$ cat src/rtl/scope_filter_pkg.sv
// Shared types, register map and CTL bit positions for the scope filter coefficient controller.
package scope_filter_pkg;
  typedef logic signed [17:0] coef_aa_t;
  typedef logic signed [24:0] coef_t;

  typedef struct packed {
    coef_aa_t aa;
    coef_t    bb;
    coef_t    kk;
    coef_t    pp;
  } scope_filter_cfg_t;

  localparam logic [2:0] ADDR_AA  = 3'd0;
  localparam logic [2:0] ADDR_BB  = 3'd1;
  localparam logic [2:0] ADDR_KK  = 3'd2;
  localparam logic [2:0] ADDR_PP  = 3'd3;
  localparam logic [2:0] ADDR_CTL = 3'd4;

  localparam int CTL_COMMIT  = 0;
  localparam int CTL_FLUSH   = 1;
  localparam int CTL_CLR_ERR = 2;
  localparam int CTL_BUSY    = 8;
  localparam int CTL_DIFF    = 9;
  localparam int CTL_ERR     = 10;

  typedef enum logic [2:0] {
    ST_IDLE, ST_GATE, ST_DRAIN, ST_LOAD, ST_FLUSH, ST_RELEASE
  } ctl_state_t;
endpackage

$ cat src/rtl/scope_filter_ctl_regs.sv
// Shadow coefficient registers, bus decode/readback and the sticky write-while-busy error flag.
module scope_filter_ctl_regs
  import scope_filter_pkg::*;
#(
  parameter coef_aa_t AA_RST = 18'sd0,
  parameter coef_t    BB_RST = 25'sd0,
  parameter coef_t    KK_RST = 25'h0FFFFFF,
  parameter coef_t    PP_RST = 25'sd0
) (
  input  logic              clk,
  input  logic              rstn,
  input  logic              bus_wen,
  input  logic              bus_ren,
  input  logic [2:0]        bus_addr,
  input  logic [31:0]       bus_wdata,
  output logic [31:0]       bus_rdata,
  input  logic              i_busy,
  input  scope_filter_cfg_t i_active,
  output scope_filter_cfg_t o_shadow,
  output logic              o_commit,
  output logic              o_flush
);
  scope_filter_cfg_t r_shadow;
  logic              r_err;
  logic [31:0]       r_rdata;
  logic [31:0]       w_rdata;
  logic              w_coef_wr, w_ctl_wr, w_clr, w_err_set, w_diff;

  assign w_coef_wr = bus_wen && (bus_addr[2] == 1'b0);
  assign w_ctl_wr  = bus_wen && (bus_addr == ADDR_CTL);
  assign w_clr     = w_ctl_wr && bus_wdata[CTL_CLR_ERR];
  assign w_err_set = i_busy && (w_coef_wr || (w_ctl_wr && bus_wdata[CTL_COMMIT]));
  assign w_diff    = (r_shadow != i_active);
  assign o_commit  = w_ctl_wr && bus_wdata[CTL_COMMIT] && !i_busy;
  assign o_flush   = bus_wdata[CTL_FLUSH];
  assign o_shadow  = r_shadow;
  assign bus_rdata = r_rdata;

  always_comb begin
    w_rdata = '0;
    case (bus_addr)
      ADDR_AA:  w_rdata = {{14{r_shadow.aa[17]}}, r_shadow.aa};
      ADDR_BB:  w_rdata = {{7{r_shadow.bb[24]}}, r_shadow.bb};
      ADDR_KK:  w_rdata = {{7{r_shadow.kk[24]}}, r_shadow.kk};
      ADDR_PP:  w_rdata = {{7{r_shadow.pp[24]}}, r_shadow.pp};
      ADDR_CTL: begin
        w_rdata[CTL_BUSY] = i_busy;
        w_rdata[CTL_DIFF] = w_diff;
        w_rdata[CTL_ERR]  = r_err;
      end
      default:  w_rdata = '0;
    endcase
  end

  always_ff @(posedge clk or negedge rstn) begin
    if (!rstn) begin
      r_shadow <= '{aa: AA_RST, bb: BB_RST, kk: KK_RST, pp: PP_RST};
      r_err    <= 1'b0;
      r_rdata  <= '0;
    end else begin
      if (bus_ren) r_rdata <= w_rdata;
      if (w_coef_wr && !i_busy) begin
        case (bus_addr)
          ADDR_AA: r_shadow.aa <= bus_wdata[17:0];
          ADDR_BB: r_shadow.bb <= bus_wdata[24:0];
          ADDR_KK: r_shadow.kk <= bus_wdata[24:0];
          default: r_shadow.pp <= bus_wdata[24:0];
        endcase
      end
      // Clear is applied before a same-write rejected commit can re-set the flag.
      r_err <= (r_err && !w_clr) || w_err_set;
    end
  end
endmodule

$ cat src/rtl/scope_filter_ctl.sv
// Commit sequencer: gates filter input, drains the pipeline, swaps shadow into active, optional flush reset.
module scope_filter_ctl
  import scope_filter_pkg::*;
#(
  parameter int       PIPE_LAT = 4,
  parameter int       RST_LEN  = 2,
  parameter coef_aa_t AA_RST   = 18'sd0,
  parameter coef_t    BB_RST   = 25'sd0,
  parameter coef_t    KK_RST   = 25'h0FFFFFF,
  parameter coef_t    PP_RST   = 25'sd0
) (
  input  logic               clk,
  input  logic               rstn,
  input  logic               bus_wen,
  input  logic               bus_ren,
  input  logic [2:0]         bus_addr,
  input  logic [31:0]        bus_wdata,
  output logic [31:0]        bus_rdata,
  input  logic               sto_tready,
  output logic signed [17:0] cfg_aa,
  output logic signed [24:0] cfg_bb,
  output logic signed [24:0] cfg_kk,
  output logic signed [24:0] cfg_pp,
  output logic               ctl_rst,
  output logic               in_gate,
  output logic               busy,
  output logic               done
);
  localparam int CNT_W = 8;

  ctl_state_t        r_state;
  scope_filter_cfg_t r_active;
  scope_filter_cfg_t w_shadow;
  logic [CNT_W-1:0]  r_cnt;
  logic              r_flush_req, r_ctl_rst, r_in_gate, r_busy, r_done;
  logic              w_commit, w_flush;

  scope_filter_ctl_regs #(
    .AA_RST(AA_RST), .BB_RST(BB_RST), .KK_RST(KK_RST), .PP_RST(PP_RST)
  ) u_regs (
    .clk      (clk),
    .rstn     (rstn),
    .bus_wen  (bus_wen),
    .bus_ren  (bus_ren),
    .bus_addr (bus_addr),
    .bus_wdata(bus_wdata),
    .bus_rdata(bus_rdata),
    .i_busy   (r_busy),
    .i_active (r_active),
    .o_shadow (w_shadow),
    .o_commit (w_commit),
    .o_flush  (w_flush)
  );

  always_ff @(posedge clk or negedge rstn) begin
    if (!rstn) begin
      r_state     <= ST_IDLE;
      r_active    <= '{aa: AA_RST, bb: BB_RST, kk: KK_RST, pp: PP_RST};
      r_cnt       <= '0;
      r_flush_req <= 1'b0;
      r_ctl_rst   <= 1'b0;
      r_in_gate   <= 1'b0;
      r_busy      <= 1'b0;
      r_done      <= 1'b0;
    end else begin
      r_done <= 1'b0;
      case (r_state)
        ST_IDLE: if (w_commit) begin
          r_state     <= ST_GATE;
          r_in_gate   <= 1'b1;
          r_busy      <= 1'b1;
          r_flush_req <= w_flush;
        end
        ST_GATE: begin
          r_state <= ST_DRAIN;
          r_cnt   <= CNT_W'(PIPE_LAT);
        end
        // Only cycles where the output is accepted retire a pipeline stage.
        ST_DRAIN: begin
          if (r_cnt == '0) r_state <= ST_LOAD;
          else if (sto_tready) begin
            r_cnt <= r_cnt - 1'b1;
            if (r_cnt == CNT_W'(1)) r_state <= ST_LOAD;
          end
        end
        ST_LOAD: begin
          r_active <= w_shadow;
          if (r_flush_req) begin
            r_state   <= ST_FLUSH;
            r_ctl_rst <= 1'b1;
            r_cnt     <= CNT_W'(RST_LEN);
          end else begin
            r_state   <= ST_RELEASE;
            r_in_gate <= 1'b0;
            r_done    <= 1'b1;
          end
        end
        ST_FLUSH: begin
          if (r_cnt <= CNT_W'(1)) begin
            r_state   <= ST_RELEASE;
            r_ctl_rst <= 1'b0;
            r_in_gate <= 1'b0;
            r_done    <= 1'b1;
          end else r_cnt <= r_cnt - 1'b1;
        end
        ST_RELEASE: begin
          r_state <= ST_IDLE;
          r_busy  <= 1'b0;
        end
        default: begin
          r_state   <= ST_IDLE;
          r_busy    <= 1'b0;
          r_in_gate <= 1'b0;
          r_ctl_rst <= 1'b0;
        end
      endcase
    end
  end

  assign cfg_aa  = r_active.aa;
  assign cfg_bb  = r_active.bb;
  assign cfg_kk  = r_active.kk;
  assign cfg_pp  = r_active.pp;
  assign ctl_rst = r_ctl_rst;
  assign in_gate = r_in_gate;
  assign busy    = r_busy;
  assign done    = r_done;
endmodule

$ cat config.mk
export PLATFORM = sky130hd
export DESIGN_NAME = scope_filter_ctl
export DESIGN_NICKNAME = d
export VERILOG_FILES = /design/src/rtl/scope_filter_pkg.sv /design/src/rtl/scope_filter_ctl_regs.sv /design/src/rtl/scope_filter_ctl.sv
export SDC_FILE = /design/constraint.sdc
export NUM_CORES = 1
export LEC_CHECK = 0
export ABC_CLOCK_PERIOD_IN_PS = 1750
export BUFFER_PORTS_ARGS = -buffer_cell sky130_fd_sc_hd__buf_2
export CAP_MARGIN = 20
export CORE_ASPECT_RATIO = 0.75
export CORE_MARGIN = 2
export CORE_UTILIZATION = 40
export CTS_CLUSTER_DIAMETER = 200
export DETAILED_ROUTE_END_ITERATION = 8
export GPL_TIMING_DRIVEN = 0
export SLEW_MARGIN = 10
export SYNTH_ARGS = -nofsm -noshare
export SYNTH_HDL_FRONTEND = slang
export SYNTH_HIERARCHICAL = 1
export SYNTH_SLANG_ARGS = --single-unit
export TNS_END_PERCENT = 30
$ cat constraint.sdc
create_clock -name clk -period 1.75 [get_ports clk]
set_input_delay 0.4375 -clock clk [delete_from_list [all_inputs] [get_ports clk]]
set_output_delay 0.4375 -clock clk [all_outputs]
set_load 0.02 [all_outputs]
==> results.py, run 1 <==
metrics = {
    "grt": {
        "antenna_found_initial": 2,
        "grt_pass1_vias": 7118,
        "grt_pass1_wl_um": 47100,
        "grt_max_degree": 102,
        "grt_usage": 0.232,
        "grt_overflow_total": 0,
    },
    "critical_path": {
        "cp.buffers_inverters": 0,
        "path_class": "register to register",
        "rrSetupSlack_ns": -0.29,
        "regToRegEndpoint": "u_regs/bus_rdata[9]$_DFFE_PN0P_",
        "start_kind": "register",
        "worstPathArrival_ns": 2.43,
        "cp.required_ns": 2.14,
        "path_cells": "xnor2_1 > nand4_1 > nor4_2 > nand3_1 > o31a_1 > o22a_1",
        "r2r_start": "cfg_pp[1]$_DFFE_PN0N_",
        "max_stage_delay_ns": 0.43,
        "crit_family": "simple AND/OR/NAND/NOR gates",
        "critPathSlowestCell": "dfrtp_1",
        "critPathCaptureType": "register",
        "worstPathMaxFanout": 3,
        "r2r_cells": 6,
    },
    "synthesis": {
        "async_flop_share": 1.00,
        "synth_area_leader_cell": "dfrtp_1",
        "ys_warn_count": 6,
        "synth_top_family_by_area": "multiplexers",
        "synth_edf_count": 0,
        "ys_types": 59,
        "synthSimpleGateAreaFrac": 0.0667,
        "synth_ff_type": "dfrtp_1",
        "synth-xor-area-share": 0.0683,
        "syn-num-nets": 845,
        "netlist_instances": 803,
        "synth_commonest_cells": "dfrtp_1, mux2_2, xnor2_1",
        "synthMuxAreaShare": 0.212,
        "synthAdderAreaFrac": 0.00235,
        "syn_area_um2": 10600,
        "synth.most_common_cell": "dfrtp_1",
        "synth_area_per_cell_um2": 13.2,
        "synth_compound_area_frac": 0.0735,
        "ys_seq_elements": 228,
        "synth_seq_area_share": 0.542,
        "synth_area_leaders": "dfrtp_1, mux2_2, dfstp_2, xnor2_1, mux2_4",
        "yosysTopAreaCellShare": 0.423,
    },
    "sta": {
        "min_period_ns": 2.04,
        "skew_ns": 0.0168,
        "worst_pin_slew_ns": 0.983,
        "fin_hold_ws_ns": 0.198,
        "setup_viol": 9,
        "tns_ns": -0.595,
        "relSlewSlack": 0.345,
        "final_max_slew_viol_count": 0,
        "setup_ws_ns": -0.292,
        "fin_crit_sh": 1.17,
        "max_freq_ghz": 0.490,
        "hold_violations": 0,
        "rsz0062_at_grt": "yes",
    },
    "floorplan": {
        "core-area_um2": 26000,
        "die_area_um2": 27900,
        "std_cell_rows": 51,
        "die_w_um": 192,
        "dieHeight_um": 145,
        "initial_core_util": 0.409,
        "io_pins": 169,
    },
    "layout": {
        "nNetsFinal": 1045,
        "nFillCells": 2381,
        "seq_area_um2": 5780,
        "syn2layout_area_growth_pct": 23.1,
        "drive_above_1_share": 0.530,
        "fin_cells": 1364,
        "multi_input_area_um2": 4810,
    },
    "power_and_ir_drop": {
        "swShare": 0.276,
        "power_switching_w": 0.00340,
        "p_comb_frac": 0.154,
        "power_density_nw_per_um2": 940,
        "power_frac_clock": 0.371,
        "peakVddDrop_mv": 0.562,
        "p_leak_nw": 6.33,
        "p_int_w": 0.00891,
        "sequentialPowerShare": 0.476,
    },
    "cts": {
        "clockBufferDepth": 3,
        "clk_latency_ns": 0.51,
        "cts_tree": "yes",
        "cts_buffers": 23,
        "ctsHtreeMaxLevel": 1,
        "path_clk_slew_ns": 0.06,
        "cts_root_buf": "clkbuf_16",
        "clock-sinks": 228,
    },
    "outcome": {
        "violations": "setup timing",
        "status": "finished with violations",
    },
    "route": {
        "wl_met2_um": 13900,
        "via_per_inst": 5.43,
        "initialDrtViolationCount": 496,
        "dr.pass1.iters": 5,
        "maxUsedRoutingLayer": "met5",
        "routed_wl_um": 32900,
        "drc": 0,
        "met1_length_um": 15400,
        "wl_per_cell_um": 24.1,
        "wl_met3_um": 2730,
        "route.vias.total": 7410,
        "drtAntennaViolNets": 0,
    },
    "placed_design": {
        "placed_cells": 1307,
        "dpl_worst_slack_ns": -0.752,
        "hpwl_um": 23400,
        "routabilityCongestion": 0.838,
        "port_buffers": 158,
    },
    "min_path": {
        "holdPathEnd": "u_regs/o_shadow[20]$_DFFE_PN0P_",
        "hold_class": "primary input to register",
        "hold_start": "bus_wdata[20]",
        "min_path_cells": 2,
    },
    "job": {
        "max_cap_violations": 0,
    },
}
kinds of logic after synthesis:
group                    Yosys count
XOR/XNOR                          83
adder cells (fa/ha/maj)            2
flip-flops                       228
AO/OA/AOI/OAI                    110
buffers and inverters             65
AND/OR/NAND/NOR                  123
multiplexers                     192
worst reg2reg max path: stages, from the launching register on:
cell	delay [ns]
dfrtp_1	0.43
xnor2_1	0.31
nand4_1	0.21
nor4_2	0.39
nand3_1	0.13
o31a_1	0.30
o22a_1	0.15
how the worst max path moves through the flow:
stage | start | to | cells past startpoint | slack (ns)
2_1_floorplan | cfg_pp[23]$_DFFE_PN0N_ | u_regs/bus_rdata[9]$_DFFE_PN0P_ | 6 | 0.005
3_3_place_gp | rstn | cfg_pp[22]$_DFFE_PN0N_ | 1 | -3.93
3_5_place_dp | cfg_bb[22]$_DFFE_PN0N_ | u_regs/bus_rdata[9]$_DFFE_PN0P_ | 6 | -0.75
4_1_cts | u_regs/o_shadow[72]$_DFFE_PN0P_ | u_regs/bus_rdata[9]$_DFFE_PN0P_ | 6 | -0.26
5_1_grt | u_regs/o_shadow[52]$_DFFE_PN0P_ | u_regs/bus_rdata[9]$_DFFE_PN0P_ | 6 | -0.33
6_report | cfg_pp[1]$_DFFE_PN0N_ | u_regs/bus_rdata[9]$_DFFE_PN0P_ | 6 | -0.29
sequential cells by signal, summed over array words and instances, names as in the netlist:
name / count
cfg_aa: 18
done: 1
r_state: 3
cfg_kk: 25
ctl_rst: 1
r_flush_req: 1
busy: 1
in_gate: 1
u_regs/r_err: 1
u_regs/bus_rdata: 25
u_regs/o_shadow: 93
r_cnt: 8
cfg_pp: 25
cfg_bb: 25
power groups by stage:
stage / Clock, W / Combinational, W / Sequential [W]
6_report: 0.00456 / 0.00189 / 0.00586
5_1_grt: 0.00490 / 0.00205 / 0.00589
4_1_cts: 0.00467 / 0.00171 / 0.00583
3_5_place_dp: 0 / 0.00158 / 0.00590
3_3_place_gp: 0 / 0.00154 / 0.00589
2_1_floorplan: 0 / 0.000869 / 0.00596
final cells by class:
class                      instances  area share
antenna                            1    0.000191
buffer                            46      0.0254
clock buffer                      38      0.0505
clock inverter                     3     0.00115
inverter                          19     0.00545
multi-input combinational        510       0.367
sequential                       228       0.441
tap                              344      0.0329
timing repair buffer             175      0.0760
cells in the final DEF (no fill, tap or decap), types with 6 or more instances in the layout:
cell and n:
nor2_1 35, xor2_1 18, nor4_1 6, buf_6 9
mux2_2 168, nand2_1 19, a22oi_1 37, a21oi_1 10
a41oi_1 8, buf_2 169, nand4_1 19, a31oi_1 18
xnor2_2 6, dfrtp_1 170, inv_1 18, xnor2_1 56
clkbuf_1 19, clkbuf_16 24, dfstp_2 48, mux2_4 22
buf_4 24, dfrtp_2 10
per-layer routing:
layer	vias up	global-route usage
met5	-	0.0147
met4	4	0.0611
met3	51	0.0535
met2	291	0.330
met1	3751	0.352
li1	3313	-
through the flow:
step	cell area (um2)	total power, W	utilization
final	13100	0.0123	0.503
after detailed placement	11900	0.00748	0.458
after global routing	13100	0.0128	0.503
after global placement	11900	0.00743	0.456
after CTS	12800	0.0122	0.493
after floorplan	10600	0.00683	-
what timing repair did:
action,CTS,global route
setup buffers,7,5
gates cloned,0,2
hold buffers,1,0
endpoints found under the setup margin,169,222
hold endpoints to repair,20,0
gates resized for setup,35,45
pin swaps,13,11
No activity file was read; power rests on OpenSTA's default activity.
==> inputs of run 2 (changes only) <==
--- a/config.mk
+++ b/config.mk
@@ -17,6 +17,5 @@
 export SLEW_MARGIN = 10
 export SYNTH_ARGS = -nofsm -noshare
 export SYNTH_HDL_FRONTEND = slang
-export SYNTH_HIERARCHICAL = 1
 export SYNTH_SLANG_ARGS = --single-unit
 export TNS_END_PERCENT = 30
==> run 2 against run 1 <==
The flow still finishes with violations (setup timing). Power increased by 110%. Count of clock-buffer cells in the layout up 3. Worst hold slack worse by 0.019 ns. Fmax down 8.4%. Critical path type unchanged. Largest cell class unchanged. Largest power group unchanged.
==> results.py, run 2 <==
metrics = {
    "synthesis": {
        "synth_area_per_cell_um2": 12.9,
        "synth_seq_area_share": 0.556,
        "yosysTopAreaCellShare": 0.435,
        "synth_edf_count": 0,
        "synth_commonest_cells": "mux2_2, dfrtp_1, xnor2_1",
        "ys_warn_count": 0,
        "ys_types": 52,
        "netlist_instances": 806,
        "ys_seq_elements": 228,
        "async_flop_share": 1.00,
        "synth_ff_type": "dfrtp_1",
        "syn_area_um2": 10400,
        "synth.most_common_cell": "mux2_2",
        "synth_area_leaders": "dfrtp_1, mux2_2, dfstp_2, xnor2_1, a22oi_1",
        "syn-num-nets": 848,
        "synth_area_leader_cell": "dfrtp_1",
    },
    "critical_path": {
        "cp.buffers_inverters": 0,
        "cp.required_ns": 2.14,
        "critPathCaptureType": "register",
        "critPathSlowestCell": "nor4_1",
        "path_cells": "xor2_1 > nor4_1 > nand4_1 > o311ai_2 > a31oi_1",
        "start_kind": "register",
        "worstSetupStartpoint": "u_regs.o_shadow[8]$_DFFE_PN0P_",
        "r2r_start": "u_regs.o_shadow[8]$_DFFE_PN0P_",
        "worstPathArrival_ns": 2.62,
        "crit_family": "simple AND/OR/NAND/NOR gates",
        "path_class": "register to register",
        "max_stage_delay_ns": 0.64,
        "worstPathMaxFanout": 4,
    },
    "power_and_ir_drop": {
        "p_total_w": 0.0260,
        "power_density_nw_per_um2": 1950,
        "peakVddDrop_mv": 1.00,
        "p_leak_nw": 6.20,
    },
    "job": {
        "max_cap_violations": 0,
    },
    "floorplan": {
        "initial_core_util": 0.411,
        "io_pins": 169,
        "dieHeight_um": 143,
        "core-area_um2": 25200,
        "std_cell_rows": 50,
        "die_area_um2": 27200,
        "die_w_um": 190,
    },
    "placed_design": {
        "dpl_worst_slack_ns": -1.05,
        "place_area_um2": 11700,
        "port_buffers": 159,
        "routabilityCongestion": 0.847,
        "hpwl_um": 23500,
    },
    "grt": {
        "grt_usage": 0.242,
        "grt_overflow_total": 0,
        "grt_pass1_wl_um": 48000,
        "antenna_found_initial": 0,
        "grt_pass1_vias": 7232,
        "grt_max_degree": 90,
    },
    "cts": {
        "clockBufferDepth": 3,
        "ctsHtreeMaxLevel": 1,
        "cts_tree": "yes",
        "clk_latency_ns": 0.52,
        "clock-sinks": 228,
        "path_clk_slew_ns": 0.06,
        "cts_buffers": 24,
        "cts_root_buf": "clkbuf_16",
    },
    "sta": {
        "relSlewSlack": 0.425,
        "rsz0062_at_grt": "yes",
        "final_max_slew_viol_count": 0,
        "worst_pin_slew_ns": 0.862,
        "setup_viol": 36,
        "max_freq_ghz": 0.449,
        "setup_ws_ns": -0.479,
        "fin_crit_sh": 1.27,
        "hold_violations": 0,
        "min_period_ns": 2.23,
        "skew_ns": 0.0119,
    },
    "layout": {
        "syn2layout_area_growth_pct": 28.6,
        "nNetsFinal": 1073,
        "final_common_cell": "dfrtp_1",
        "n_antenna_cell": 0,
        "design_area_um2": 13300,
        "final_cell_mix": "dfrtp_1, mux2_2, buf_2",
        "drive_above_1_share": 0.519,
        "largest_reg_flops": 93,
    },
    "route": {
        "routed_wl_um": 34000,
        "drc": 0,
        "initialDrtViolationCount": 533,
        "via_per_inst": 5.48,
        "dr.pass1.iters": 5,
        "drtAntennaViolNets": 0,
        "route.vias.total": 7594,
        "wl_per_cell_um": 24.6,
    },
    "outcome": {
        "violations": "setup timing",
        "status": "finished with violations",
    },
    "min_path": {
        "hold_class": "primary input to register",
        "hold_start": "bus_wdata[22]",
    },
}
-- run 2: changes by cell type in the layout (fill, tap and decap cells not counted), moves of 7 or more --
cell / before / now
buf_2: 169 / 157
inv_1: 18 / 11
nand2_1: 19 / 29
buf_4: 24 / 38
xor2_1: 18 / 25
mux2_4: 22 / 10
a21oi_1: 10 / 2
o21ai_0: 4 / 12
clkbuf_8: 4 / 11
clkbuf_2: 1 / 9
-- run 2: stage by stage --
| step | hold slack (ns) | setup TNS [ns] | std cells | util |
|---|---|---|---|---|
| after floorplan | 0.142 | -3.37 | 806 | - |
| after global placement | 0.500 | -950.91 | 1303 | 0.460 |
| after detailed placement | 0.380 | -127.02 | 1305 | 0.463 |
| after CTS | 0.166 | -2.14 | 1359 | 0.510 |
| after global routing | 0.171 | -7.01 | 1386 | 0.529 |
| final | 0.179 | -3.24 | 1386 | 0.529 |
-- run 2: power breakdown --
group / switching [W] / internal [W]
clock: 0.00210 / 0.00291
combinational: 0.00561 / 0.00492
sequential: 0.00257 / 0.00789
-- run 2: worst reg2reg max path: stages (launching register included) --
cell,delay (ns)
dfrtp_1,0.48
xor2_1,0.18
nor4_1,0.64
nand4_1,0.33
o311ai_2,0.36
a31oi_1,0.12
-- run 2: cell families after synthesis --
kind of cell	synth area share
AOI/OAI and AO/OA	0.0798
xor gates and xnor gates	0.0727
adders and majority gates	0.00241
buffers and inverters	0.0257
DFF	0.556
muxes	0.199
and+or+nand+nor	0.0641
-- run 2: layer usage --
layer  up-vias  track usage  share of wire  wire, um
met5         -            0              0         0
met4         0       0.0490          0.020       687
met3        49       0.0703          0.087      2950
met2       272        0.352           0.43     14600
met1      3901        0.359           0.46     15800
li1       3372            -              -         -
-- run 2: what timing repair did --
action / 4_1_cts / 5_1_grt
endpoints found under the hold margin: 46 / 0
resized for setup: 93 / 56
setup endpoints to repair: 219 / 270
hold buffers: 1 / 0
setup buffers: 10 / 22
gates cloned: 0 / 5
pin swaps: 18 / 12
-- run 2: path summary, 6_finish.rpt --
check                                             endpoint  cells past startpoint  slack, ns
hold / removal             u_regs.o_shadow[22]$_DFFE_PN0P_                      2       0.18
min in group asynchronous              ctl_rst$_DFFE_PN0P_                      2       0.41
max in group asynchronous            cfg_kk[0]$_DFFE_PN1P_                      4       0.21
setup / recovery           u_regs.bus_rdata[9]$_DFFE_PN0P_                      5      -0.48
setup reg to reg           u_regs.bus_rdata[9]$_DFFE_PN0P_                      5      -0.48
hold reg to reg                        in_gate$_DFFE_PN0P_                      2       0.51
-- run 2: final cells by class --
cell class / instances / area [um2]
inverter: 13 / 48.8
timing repair buffer: 199 / 1300
sequential: 228 / 5770
multi-input combinational: 518 / 4620
tap: 338 / 423
fill: 2276 / 11900
buffer: 47 / 420
clock inverter: 2 / 35.0
clock buffer: 41 / 716
==> inputs of run 3 (changes only) <==
--- a/config.mk
+++ b/config.mk
@@ -7,8 +7,7 @@
 export LEC_CHECK = 0
 export ABC_CLOCK_PERIOD_IN_PS = 1750
 export BUFFER_PORTS_ARGS = -buffer_cell sky130_fd_sc_hd__buf_2
-export CAP_MARGIN = 20
-export CORE_ASPECT_RATIO = 0.75
+export CORE_ASPECT_RATIO = 2
 export CORE_MARGIN = 2
 export CORE_UTILIZATION = 40
 export CTS_CLUSTER_DIAMETER = 200
==> run 3 against run 2 <==
Core utilization decreased by 1.5 points. Largest power group is now combinational logic. Sequential share of layout area is 0.64 points higher. Register-to-register slack gained 0.20 ns. Non-clock buffer count is 11 lower. Power increased by 1.1%. Worst hold slack gained 0.029 ns. First-iteration DRC count fell by 5.8%. Sequential power about the same. Largest cell class unchanged. Die area rose by 0.23%. The run still ends with setup timing left. Routed wire length hardly changed. Cell area is 1.5% lower. Clock skew down 0.00060 ns.
==> results.py, run 3 (synthesis gave the netlist of run 2 again) <==
metrics = {
    "outcome": {
        "status": "finished with violations",
        "violations": "setup timing",
    },
    "critical_path": {
        "max_stage_delay_ns": 0.58,
        "path_cells": "xnor2_2 > nand4_1 > nor4_2 > nand4_1 > o311ai_1 > a31oi_1",
        "path_class": "register to register",
        "worstPathMaxFanout": 3,
        "r2r_cells": 6,
        "cp.required_ns": 2.12,
        "critPathCaptureType": "register",
        "worstPathArrival_ns": 2.40,
        "cpMostUsedCell": "nand4_1",
        "r2r_start": "cfg_kk[7]$_DFFE_PN1P_",
        "critPathSlowestCell": "dfstp_2",
        "rrSetupSlack_ns": -0.28,
        "regToRegEndpoint": "u_regs.bus_rdata[9]$_DFFE_PN0P_",
        "start_kind": "register",
    },
    "sta": {
        "tns_ns": -2.10,
        "min_period_ns": 2.03,
        "fin_crit_sh": 1.16,
        "max_freq_ghz": 0.493,
        "relSlewSlack": 0.432,
        "final_max_slew_viol_count": 0,
        "worst_pin_slew_ns": 0.852,
        "setup_viol": 13,
        "hold_violations": 0,
        "skew_ns": 0.0113,
        "rsz0062_at_grt": "yes",
        "setup_ws_ns": -0.279,
    },
    "min_path": {
        "holdPathEnd": "u_regs.o_shadow[11]$_DFFE_PN0P_",
        "hold_start": "bus_wdata[11]",
        "hold_class": "primary input to register",
        "min_path_cells": 2,
    },
    "placed_design": {
        "dpl_worst_slack_ns": -1.08,
        "routabilityCongestion": 0.911,
        "place_area_um2": 11700,
        "port_buffers": 159,
        "hpwl_um": 24400,
    },
    "layout": {
        "n_antenna_cell": 0,
        "drive_above_1_share": 0.516,
        "design_area_um2": 13100,
        "multi_input_area_um2": 4610,
        "seq_area_um2": 5770,
        "final_common_cell": "dfrtp_1",
        "nFillCells": 2304,
        "largest_reg_flops": 93,
        "final_cell_mix": "dfrtp_1, mux2_2, buf_2",
        "nNetsFinal": 1059,
        "syn2layout_area_growth_pct": 26.8,
    },
    "route": {
        "via_per_inst": 5.52,
        "routed_wl_um": 34000,
        "dr.pass1.iters": 6,
        "drtAntennaViolNets": 0,
        "wl_per_cell_um": 24.8,
        "route.vias.total": 7562,
        "drc": 0,
        "initialDrtViolationCount": 502,
    },
    "job": {
        "max_cap_violations": 0,
    },
    "power_and_ir_drop": {
        "p_total_w": 0.0263,
        "p_leak_nw": 6.11,
        "peakVddDrop_mv": 1.05,
        "power_density_nw_per_um2": 2000,
    },
    "cts": {
        "cts_root_buf": "clkbuf_16",
        "path_clk_slew_ns": 0.07,
        "ctsHtreeMaxLevel": 1,
        "clk_latency_ns": 0.51,
        "clockBufferDepth": 3,
        "clock-sinks": 228,
        "cts_tree": "yes",
        "cts_buffers": 21,
    },
    "floorplan": {
        "die_w_um": 118,
        "std_cell_rows": 83,
        "die_area_um2": 27300,
        "initial_core_util": 0.406,
        "core-area_um2": 25500,
        "io_pins": 169,
        "dieHeight_um": 232,
    },
    "grt": {
        "grt_usage": 0.243,
        "antenna_found_initial": 0,
        "grt_max_degree": 107,
        "grt_pass1_vias": 7574,
        "grt_pass1_wl_um": 48800,
        "grt_overflow_total": 0,
    },
}
## run 3: cell types whose count changed in the layout (fill, tap and decap cells not counted), moves of 3 or more
cell,change
buf_2,+5
buf_4,-9
bufinv_16,+4
buf_12,-3
clkbuf_16,-7
mux2_2,-6
mux2_4,+6
clkbuf_1,-10
buf_6,+4
## run 3: worst max-delay path, delay by kind of cell (launching register included)
kind	cells	cell delay, ns
AOI/OAI and AO/OA	2	0.45
xor gates and xnor gates	1	0.14
DFF	1	0.58
and+or+nand+nor	3	0.72
## run 3: report_power, final
group / leakage (nW) / internal, W / switching (W)
Combinational: 2.91 / 0.00493 / 0.00560
Clock: 0.383 / 0.00324 / 0.00207
Sequential: 2.82 / 0.00789 / 0.00256
Total: 6.11 / 0.0161 / 0.0102
## run 3: cell type report
class / count / area share
multi-input cells: 518 / 0.351
flip-flops and latches: 228 / 0.439
repair buffers: 189 / 0.0865
well taps: 340 / 0.0324
clock inverters: 6 / 0.0120
plain buffers: 46 / 0.0271
clock buffers: 31 / 0.0482
inverters: 13 / 0.00371
## run 3: per-layer routing
metal  global-route usage  share of wire  vias up
met1                0.276           0.36     3847
met3               0.0229          0.047       92
met2                0.439           0.53      290
li1                     -              -     3333
met4                0.145          0.064        0
met5                    0              0        -
## run 3: worst max path at each step
stage / from / to / slack [ns]
floorplan: r_cnt[0]$_DFFE_PN0P_ / r_cnt[4]$_DFFE_PN0P_ / -0.20
global placement: rstn / cfg_aa[7]$_DFFE_PN0P_ / -3.84
detailed placement: bus_addr[0] / u_regs.o_shadow[91]$_DFFE_PN0P_ / -1.08
CTS: u_regs.o_shadow[57]$_DFFE_PN0P_ / u_regs.bus_rdata[9]$_DFFE_PN0P_ / -0.29
global route: r_cnt[0]$_DFFE_PN0P_ / r_cnt[4]$_DFFE_PN0P_ / -0.32
finish: cfg_kk[7]$_DFFE_PN1P_ / u_regs.bus_rdata[9]$_DFFE_PN0P_ / -0.28
## run 3: what timing repair did
| item | in CTS | in global routing |
|---|---|---|
| gates cloned | 0 | 2 |
| hold endpoints to repair | 22 | 0 |
| resized for setup | 79 | 51 |
| buffers inserted | 13 | 12 |
| pin swaps | 9 | 12 |
| setup endpoints to repair | 215 | 252 |
| hold buffers | 1 | 0 |
## run 3: through the flow
stage	utilization	hold WS, ns	instances
after floorplan	-	0.142	806
after global placement	0.454	0.485	1305
after detailed placement	0.457	0.289	1307
after CTS	0.502	0.187	1358
after global routing	0.514	0.209	1371
final	0.514	0.208	1371
